**src/rtl/hilo_muldiv_unit_if.sv**
```systemverilog
// Execute-stage bus between the datapath and the HI/LO multiply/divide unit.
// The datapath drives the request and read-select signals; the unit drives status and HI/LO values.
interface hilo_muldiv_unit_if #(
    parameter int WIDTH = 32
);
    logic             start;
    logic             op_div;
    logic [WIDTH-1:0] rs_data;
    logic [WIDTH-1:0] rt_data;
    logic [1:0]       HiLo;
    logic             busy;
    logic             done;
    logic             stall;
    logic [WIDTH-1:0] hi;
    logic [WIDTH-1:0] lo;
    logic [WIDTH-1:0] read_data;

    modport master (
        output start, op_div, rs_data, rt_data, HiLo,
        input  busy, done, stall, hi, lo, read_data
    );

    modport slave (
        input  start, op_div, rs_data, rt_data, HiLo,
        output busy, done, stall, hi, lo, read_data
    );
endinterface

```
**src/rtl/hilo_muldiv_unit.sv**
```systemverilog
// Multi-cycle signed multiply/divide unit owning HI/LO: magnitudes are iterated for WIDTH cycles
// (shift-add or restoring division), then signs are applied in a single FIX cycle.
module hilo_muldiv_unit #(
    parameter int WIDTH = 32,
    parameter int CNT_W = 5
) (
    input logic                CLK,
    input logic                RESET,
    hilo_muldiv_unit_if.slave  bus
);

    typedef enum logic [1:0] {
        IDLE = 2'd0,
        RUN  = 2'd1,
        FIX  = 2'd2
    } state_t;

    state_t state_reg, state_next;

    logic             op_div_reg;
    logic             sign_a_reg;
    logic             sign_b_reg;
    logic             divzero_reg;
    logic [WIDTH-1:0] rs_raw_reg;
    logic [WIDTH-1:0] opnd_reg;
    logic [WIDTH-1:0] work_hi_reg;
    logic [WIDTH-1:0] work_lo_reg;
    logic [CNT_W-1:0] cnt_reg;
    logic [WIDTH-1:0] hi_reg;
    logic [WIDTH-1:0] lo_reg;
    logic             busy_reg;
    logic             done_reg;

    // Operand magnitudes; |-2^(WIDTH-1)| is still correct when read as unsigned.
    logic [WIDTH-1:0] mag_rs;
    logic [WIDTH-1:0] mag_rt;
    logic             accept;
    logic             divzero_in;
    logic             last_iter;

    assign mag_rs     = bus.rs_data[WIDTH-1] ? (~bus.rs_data + 1'b1) : bus.rs_data;
    assign mag_rt     = bus.rt_data[WIDTH-1] ? (~bus.rt_data + 1'b1) : bus.rt_data;
    assign accept     = (state_reg == IDLE) && bus.start;
    assign divzero_in = bus.op_div && (bus.rt_data == '0);
    assign last_iter  = (cnt_reg == CNT_W'(WIDTH - 1));

    // Shift-add step: work_hi accumulates, work_lo holds the remaining multiplier bits
    // and collects the low product bits as they shift in from the top.
    logic [WIDTH:0]   mult_sum;
    logic [WIDTH-1:0] mult_hi_next;
    logic [WIDTH-1:0] mult_lo_next;

    assign mult_sum     = {1'b0, work_hi_reg} + (work_lo_reg[0] ? {1'b0, opnd_reg} : '0);
    assign mult_hi_next = mult_sum[WIDTH:1];
    assign mult_lo_next = {mult_sum[0], work_lo_reg[WIDTH-1:1]};

    // Restoring step: work_hi is the partial remainder, work_lo shifts the dividend out
    // of the top and the quotient bits in at the bottom.
    logic [WIDTH:0]   div_shift;
    logic [WIDTH:0]   div_diff;
    logic             div_ok;
    logic [WIDTH-1:0] div_hi_next;
    logic [WIDTH-1:0] div_lo_next;

    assign div_shift   = {work_hi_reg, work_lo_reg[WIDTH-1]};
    assign div_diff    = div_shift - {1'b0, opnd_reg};
    assign div_ok      = ~div_diff[WIDTH];
    assign div_hi_next = div_ok ? div_diff[WIDTH-1:0] : div_shift[WIDTH-1:0];
    assign div_lo_next = {work_lo_reg[WIDTH-2:0], div_ok};

    logic [2*WIDTH-1:0] prod_mag;
    logic [2*WIDTH-1:0] prod_fix;
    logic [WIDTH-1:0]   quo_fix;
    logic [WIDTH-1:0]   rem_fix;
    logic [WIDTH-1:0]   hi_result;
    logic [WIDTH-1:0]   lo_result;

    assign prod_mag = {work_hi_reg, work_lo_reg};
    assign prod_fix = (sign_a_reg ^ sign_b_reg) ? (~prod_mag + 1'b1) : prod_mag;
    assign quo_fix  = (sign_a_reg ^ sign_b_reg) ? (~work_lo_reg + 1'b1) : work_lo_reg;
    assign rem_fix  = sign_a_reg ? (~work_hi_reg + 1'b1) : work_hi_reg;

    always_comb begin
        hi_result = prod_fix[2*WIDTH-1:WIDTH];
        lo_result = prod_fix[WIDTH-1:0];
        if (op_div_reg) begin
            if (divzero_reg) begin
                hi_result = rs_raw_reg;
                lo_result = '1;
            end else begin
                hi_result = rem_fix;
                lo_result = quo_fix;
            end
        end
    end

    always_ff @(posedge CLK or posedge RESET) begin
        if (RESET) begin
            state_reg <= IDLE;
        end else begin
            state_reg <= state_next;
        end
    end

    always_comb begin
        state_next = state_reg;
        case (state_reg)
            IDLE: begin
                if (bus.start) begin
                    state_next = divzero_in ? FIX : RUN;
                end
            end
            RUN: begin
                if (last_iter) begin
                    state_next = FIX;
                end
            end
            FIX:     state_next = IDLE;
            default: state_next = IDLE;
        endcase
    end

    always_ff @(posedge CLK or posedge RESET) begin
        if (RESET) begin
            op_div_reg  <= 1'b0;
            sign_a_reg  <= 1'b0;
            sign_b_reg  <= 1'b0;
            divzero_reg <= 1'b0;
            rs_raw_reg  <= '0;
            opnd_reg    <= '0;
            work_hi_reg <= '0;
            work_lo_reg <= '0;
            cnt_reg     <= '0;
            hi_reg      <= '0;
            lo_reg      <= '0;
            busy_reg    <= 1'b0;
            done_reg    <= 1'b0;
        end else begin
            busy_reg <= (state_next != IDLE);
            done_reg <= (state_reg == FIX);
            case (state_reg)
                IDLE: begin
                    if (accept) begin
                        op_div_reg  <= bus.op_div;
                        sign_a_reg  <= bus.rs_data[WIDTH-1];
                        sign_b_reg  <= bus.rt_data[WIDTH-1];
                        divzero_reg <= divzero_in;
                        rs_raw_reg  <= bus.rs_data;
                        opnd_reg    <= bus.op_div ? mag_rt : mag_rs;
                        work_lo_reg <= bus.op_div ? mag_rs : mag_rt;
                        work_hi_reg <= '0;
                        cnt_reg     <= '0;
                    end
                end
                RUN: begin
                    cnt_reg <= cnt_reg + CNT_W'(1);
                    if (op_div_reg) begin
                        work_hi_reg <= div_hi_next;
                        work_lo_reg <= div_lo_next;
                    end else begin
                        work_hi_reg <= mult_hi_next;
                        work_lo_reg <= mult_lo_next;
                    end
                end
                FIX: begin
                    hi_reg <= hi_result;
                    lo_reg <= lo_result;
                end
                default: ;
            endcase
        end
    end

    logic             sel_hi;
    logic             sel_lo;
    logic [WIDTH-1:0] read_bits;

    assign sel_hi = (bus.HiLo == 2'b10);
    assign sel_lo = (bus.HiLo == 2'b01);

    for (genvar gi = 0; gi < WIDTH; gi++) begin : g_read_mux
        assign read_bits[gi] = (sel_hi & hi_reg[gi]) | (sel_lo & lo_reg[gi]);
    end

    assign bus.read_data = read_bits;
    assign bus.stall     = busy_reg & (sel_hi | sel_lo);
    assign bus.busy      = busy_reg;
    assign bus.done      = done_reg;
    assign bus.hi        = hi_reg;
    assign bus.lo        = lo_reg;

endmodule

```
**src/flat_wrapper.sv**
```systemverilog
// flat-port wrapper written by rule: the top's interface ports become plain ports
module hilo_muldiv_unit_flat 
#(
    parameter int WIDTH = 32,
    parameter int CNT_W = 5
)
  (CLK, RESET, bus_start, bus_op_div, bus_rs_data, bus_rt_data, bus_HiLo, bus_busy, bus_done, bus_stall, bus_hi, bus_lo, bus_read_data);
  hilo_muldiv_unit_if #(.WIDTH(WIDTH)) bus_i ();
  input logic CLK;
  input logic RESET;
  input wire logic [$bits(bus_i.start)-1:0] bus_start;
  input wire logic [$bits(bus_i.op_div)-1:0] bus_op_div;
  input wire logic [$bits(bus_i.rs_data)-1:0] bus_rs_data;
  input wire logic [$bits(bus_i.rt_data)-1:0] bus_rt_data;
  input wire logic [$bits(bus_i.HiLo)-1:0] bus_HiLo;
  output wire logic [$bits(bus_i.busy)-1:0] bus_busy;
  output wire logic [$bits(bus_i.done)-1:0] bus_done;
  output wire logic [$bits(bus_i.stall)-1:0] bus_stall;
  output wire logic [$bits(bus_i.hi)-1:0] bus_hi;
  output wire logic [$bits(bus_i.lo)-1:0] bus_lo;
  output wire logic [$bits(bus_i.read_data)-1:0] bus_read_data;
  assign bus_i.start = bus_start;
  assign bus_i.op_div = bus_op_div;
  assign bus_i.rs_data = bus_rs_data;
  assign bus_i.rt_data = bus_rt_data;
  assign bus_i.HiLo = bus_HiLo;
  assign bus_busy = bus_i.busy;
  assign bus_done = bus_i.done;
  assign bus_stall = bus_i.stall;
  assign bus_hi = bus_i.hi;
  assign bus_lo = bus_i.lo;
  assign bus_read_data = bus_i.read_data;
  hilo_muldiv_unit #(.WIDTH(WIDTH), .CNT_W(CNT_W)) u_core (.CLK(CLK), .RESET(RESET), .bus(bus_i));
endmodule
```
**config.mk**
```make
export PLATFORM = sky130hd
export DESIGN_NAME = hilo_muldiv_unit_flat
export DESIGN_NICKNAME = d
export VERILOG_FILES = /design/src/rtl/hilo_muldiv_unit_if.sv /design/src/rtl/hilo_muldiv_unit.sv /design/src/flat_wrapper.sv
export SDC_FILE = /design/constraint.sdc
export NUM_CORES = 1
export LEC_CHECK = 0
export CAP_MARGIN = 20
export CORE_AREA = 2 2 244 246
export CTS_CLUSTER_SIZE = 8
export DETAILED_ROUTE_END_ITERATION = 8
export DIE_AREA = 0 0 246 248
export SLEW_MARGIN = 20
export SYNTH_ARGS = -nofsm -noshare
export SYNTH_HDL_FRONTEND = slang
export SYNTH_SLANG_ARGS = --single-unit
export TNS_END_PERCENT = 30
```
**constraint.sdc**
```tcl
create_clock -name CLK -period 7.7 [get_ports CLK]
set_clock_uncertainty 0.2 [all_clocks]
set_input_delay 2.31 -clock CLK [delete_from_list [all_inputs] [get_ports CLK]]
set_output_delay 2.31 -clock CLK [all_outputs]
set_load 0.005 [all_outputs]
```
; ---- After elaboration in Yosys (flattened, before gate mapping)
; Cells that the tools add are included.
[totals]
register_bits = 205
in_bits = 70
out_inout_bits = 99
elab_cells = 166
[op_classes]
add_sub_neg = 8
n_eq_ne = 6
mux = 25
n_bitwise = 105
n_reduce_logical = 8
[ops]
columns = op, count
row1 = $mux 32, 16
row2 = $add 32x1->32 const B, 4
row3 = $not 32->32, 4
row4 = $pmux 32 s2, 2
row5 = $and 1x1->1, 65
row6 = $add 64x1->64 const B, 1
row7 = $mux 64, 1
row8 = $not 64->64, 1
row9 = $add 32x33->33, 1
row10 = $or 1x1->1, 33
row11 = $sub 33x32->33, 1
row12 = $logic_not 32->1, 1
row13 = $pmux 5 s2, 1
row14 = $mux 2, 3
row15 = $add 5x1->5 const B, 1
row16 = $eq 5x5->1 const B, 1
row17 = $mux 5, 1
row18 = $eq 2x1->1 const B, 2
row19 = $eq 2x2->1 const B, 2
row20 = $pmux 2 s2, 1
row21 = $reduce_and 2->1, 2
row22 = $reduce_bool 2->1, 2
row23 = $logic_and 1x1->1, 2
row24 = $logic_not 2->1, 1
row25 = 3 further kinds, 3

; ---- Longest topological paths before layout
; Gate-level depths: netlist of run 1.
[logic_depth]
ltp_word = 6
ltp_mapped = 14
mapped_depth_nobuf = 13

; ---- Worst setup path before layout of run 1
; Ideal clock, no wire load.
[synth_timing]
path_type = input-to-output
start = input bus_HiLo[0]
end = output bus_read_data[0]
arrival_ps = 3026
t_required_ps = 5190
slack_ps = 2164
path_stages = 4
cell_sequence = inv_1 -> ha_1 -> clkbuf_1 -> a22o_1
[synth_via]
elab_chain_len = 3
[synth_lines]
columns = element, line_no
row1 = "start, declared", flat_wrapper.sv:15  ; input wire logic [$bits(bus_i.HiLo)-1:0] bus_HiLo;
row2 = $eq 2x2->1 or $eq 2x1->1 (tied branches), "hilo_muldiv_unit.sv:178, hilo_muldiv_unit.sv:179"
row3 = $and 1x1->1, hilo_muldiv_unit.sv:182  ; assign read_bits[gi] = (sel_hi & hi_reg[gi]) | (sel_lo & lo_reg[gi]);
row4 = $or 1x1->1 (*), hilo_muldiv_unit.sv:182
row5 = "end, declared", flat_wrapper.sv:21  ; output wire logic [$bits(bus_i.read_data)-1:0] bus_read_data;
; Every way passes the cells marked *; elsewhere a longest branch is shown, timed or not.

; ---- Worst setup path in the final report of run 1
[layout_timing]
start = input bus_HiLo[0]
end = output bus_read_data[29]
; The elaborated chain is that of the path after synthesis.

==> summary.txt, run 1 <==
Final layout
  • Commonest cells after routing, fill and taps aside: nand2_1 (328), o21ai_0 (212), nor2_1 (210), dfrtp_1 (203), a21oi_1 (174)
  • Layout cells sized above 1: 5.00%
  • Most common cell after layout, fill and taps aside: nand2_1
  • Cell area after layout: 19900 um^2
  • Filler instances: 6136
  • Area Growth Syn to Fin: 18.9%
  • # diodes: 0
  • Fin nets: 2378

Clock network
  • # hold bufs at CTS: 0
  • Total CTS buffers: 30
  • CTS tree: yes
  • Post_cts resized: 0
  • Root buffer cell: clkbuf_16
  • CTS H-tree depth: 1
  • Worst-skew pair later-pin latency: 0.57 ns
  • Number of clock sinks: 204
  • Max Buffers Root-to-Sink: 3
  • Setup Buffers After CTS: 0
  • Worst-path clk slew: 0.05 ns

Yosys
  • EDFF count, synth: 0
  • #FFs+latches synth: 204
  • Mapped Area: 16700 um^2
  • Most used DFF post-synth: dfrtp_1
  • Syn avg cell area: 7.77 um^2
  • Yosys warning count: 0
  • Post-synth ARST share: 100%
  • Synthesized instance count: 2153
  • Synth unique cells: 77
  • Sequential fraction of the synthesis area: 30.5%
  • Net Count, Synth: 2297

Run
  • Max cap viols: 0

Critical path
  • Worst EP required: 5.19 ns
  • Kind of critical path: in2out
  • R2R depth: 13
  • Launching point of the worst reg2reg path: u_core.work_lo_reg[0]
  • Reg-to-Reg End: u_core.work_hi_reg[31]
  • CP endpoint kind: primary output
  • Crit start category: input pin
  • Register-to-register setup slack: 3.16 ns
  • Arrival time at the worst endpoint: 4.25 ns
  • Crit path from: bus_HiLo[0]
  • Critical path fanouts, max: 21

Global route
  • Vias in the first global route: 15600
  • Initial antenna violation count: 0
  • First-pass GRT wire length: 98000 um
  • GRT Residual Overflow: 0
  • Gr usage total: 21.0%
  • Largest net degree at the start of global routing: 81

Floorplan
  • Die height: 248 um
  • Die outline width: 246 um
  • Initial core utilization: 28.6%
  • Top-Level Pins: 169
  • Core area: 58500 um^2
  • Site row count: 89
  • Die area: 61000 um^2

STA
  • Post-Route Setup TNS: 0 ns
  • Final Max Slew Viols: 0
  • Final period utilization: 87.8%
  • Max Fclk: 148 MHz
  • Slew HR: 32.8%
  • Hold Vio Cnt, Final: 0
  • Worst slew pin tran: 1.01 ns
  • Final setup fails: 0
  • RSZ-0062 raised after global routing: no
  • Final min period: 6.76 ns
  • Hold_ws: 0.286 ns

Drt
  • DRT Pass-1 Iters: 6
  • Via density: 5.52
  • Via count: 16600
  • ANT nets after route: 0
  • Routed WL per cell: 21.7 um
  • DRT Wirelength: 65500 um
  • # DRC: 0
  • Starting DRT DRC Count: 1673

Pwr
  • Cell Pwr Density: 466 nW/um^2
  • Max IR drop VDD: 0.237 mV
  • Combinational fraction of design power: 61.6%
  • Sequential share of power: 25.3%
  • Clk pwr share: 13.1%
  • Pint: 0.00456 W
  • Net Sw Power: 0.00471 W
  • Switching share of power: 50.8%
  • Leak: 8.44 nW

Placement
  • RD Place Congestion: 0.933
  • Placement-stage cell area: 19100 um^2
  • Hpwl dp: 50400 um
  • Port bufs: 168

Worst hold path
  • Hold Path Cell Cnt: 2
  • Hold/Removal Path Class: reg2reg
  • Hold Crit Start: u_core.rs_raw_reg[22]
  • Worst hold path endpoint: u_core.rs_raw_reg[22]

Outcome
  • Status: completed
-- layout make-up --
class	instances	area, um^2	area share [%]
multi-input combinational	1728	10800	54.4
tap	773	967	4.86
clock buffer	36	815	4.09
timing repair buffer	198	1900	9.56
clock inverter	2	10.0	0.0503
inverter	72	274	1.38
sequential	204	5110	25.7
-- metal layers --
layer / global-route usage [%] / share of wire [%] / vias to the layer above
met1: 30.7 / 46 / 8058
met2: 30.9 / 42 / 675
li1: - / - / 7796
met5: 0 / 0 / -
met3: 3.87 / 8.3 / 107
met4: 6.83 / 3.4 / 0
-- through the flow --
step | instances | total power, W | util [%] | worst slack, ns
3_5_place_dp | 2975 | 0.00793 | 32.6 | 0.923
3_3_place_gp | 2975 | 0.00786 | 32.6 | 0.981
4_1_cts | 3013 | 0.00919 | 34.0 | 0.918
6_report | 3013 | 0.00927 | 34.0 | 0.940
2_1_floorplan | 2153 | 0.00614 | - | 2.16
5_1_grt | 3013 | 0.00998 | 34.0 | 0.797
-- kinds of logic (layout without fill, tap and decap cells) --
kind of cell,Yosys count,after routing,share of synthesized area [%]
xor gates and xnor gates,185,185,9.68
and+or+nand+nor,740,740,20.0
AOI/OAI and AO/OA,649,649,24.3
buffers and inverters,221,308,5.04
muxes,80,80,4.89
adders and majority gates,74,74,5.62
DFF,204,204,30.5
-- worst max path at each step --
stage                   endpoint  slack [ns]  depth (start not counted)
2_1_floorplan   bus_read_data[0]        2.16                          4
4_1_cts        bus_read_data[29]        0.92                          5
3_5_place_dp   bus_read_data[29]        0.92                          5
3_3_place_gp   bus_read_data[31]        0.98                          5
5_1_grt        bus_read_data[30]        0.80                          5
6_report       bus_read_data[29]        0.94                          5
-- synth_stat cells, drive strengths merged (9+ instances only) --
master / instances / area [um^2]
nand4: 13 / 81.3
o211ai: 28 / 210
nand2b: 19 / 119
inv: 72 / 270
buf: 29 / 123
o21a: 9 / 67.6
mux2i: 66 / 661
a22o: 35 / 307
a221o: 17 / 170
o21ai: 217 / 1090
or4: 20 / 154
a31oi: 16 / 100
mux2: 14 / 158
ha: 72 / 901
clkbuf: 120 / 450
xor2: 98 / 858
nor4: 14 / 106
or3: 16 / 110
a21o: 22 / 165
nand3: 33 / 170
nor3: 27 / 146
xnor2: 87 / 762
o41ai: 16 / 148
dfrtp: 204 / 5100
a21oi: 175 / 876
nor2b: 13 / 81.3
nor2: 210 / 788
o31ai: 31 / 246
a211oi: 15 / 113
o21bai: 9 / 67.6
nand2: 329 / 1230
-- worst max-delay path: stages --
cell and delay (ns):
clkdlybuf4s50_1 0.51, ha_1 0.43, buf_4 0.33, a22o_1 0.17, clkdlybuf4s50_1 0.50
-- power groups by stage --
| stage | clock network [W] | registers, W | logic, W |
|---|---|---|---|
| detailed placement | 0 | 0.00232 | 0.00561 |
| finish | 0.00121 | 0.00234 | 0.00571 |
| floorplan | 0 | 0.00178 | 0.00436 |
| global placement | 0 | 0.00230 | 0.00555 |
| CTS | 0.00124 | 0.00230 | 0.00564 |
| global route | 0.00128 | 0.00237 | 0.00632 |
Note: power is estimated with default switching activity, not from simulation.
==> run 2: changes to the inputs <==
--- a/config.mk
+++ b/config.mk
@@ -14,4 +14,4 @@
 export SYNTH_ARGS = -nofsm -noshare
 export SYNTH_HDL_FRONTEND = slang
 export SYNTH_SLANG_ARGS = --single-unit
-export TNS_END_PERCENT = 30
+export TNS_END_PERCENT = 1
==> results of run 2 <==
Same layout as run 1: the final DEF is identical, and so are final timing and power.
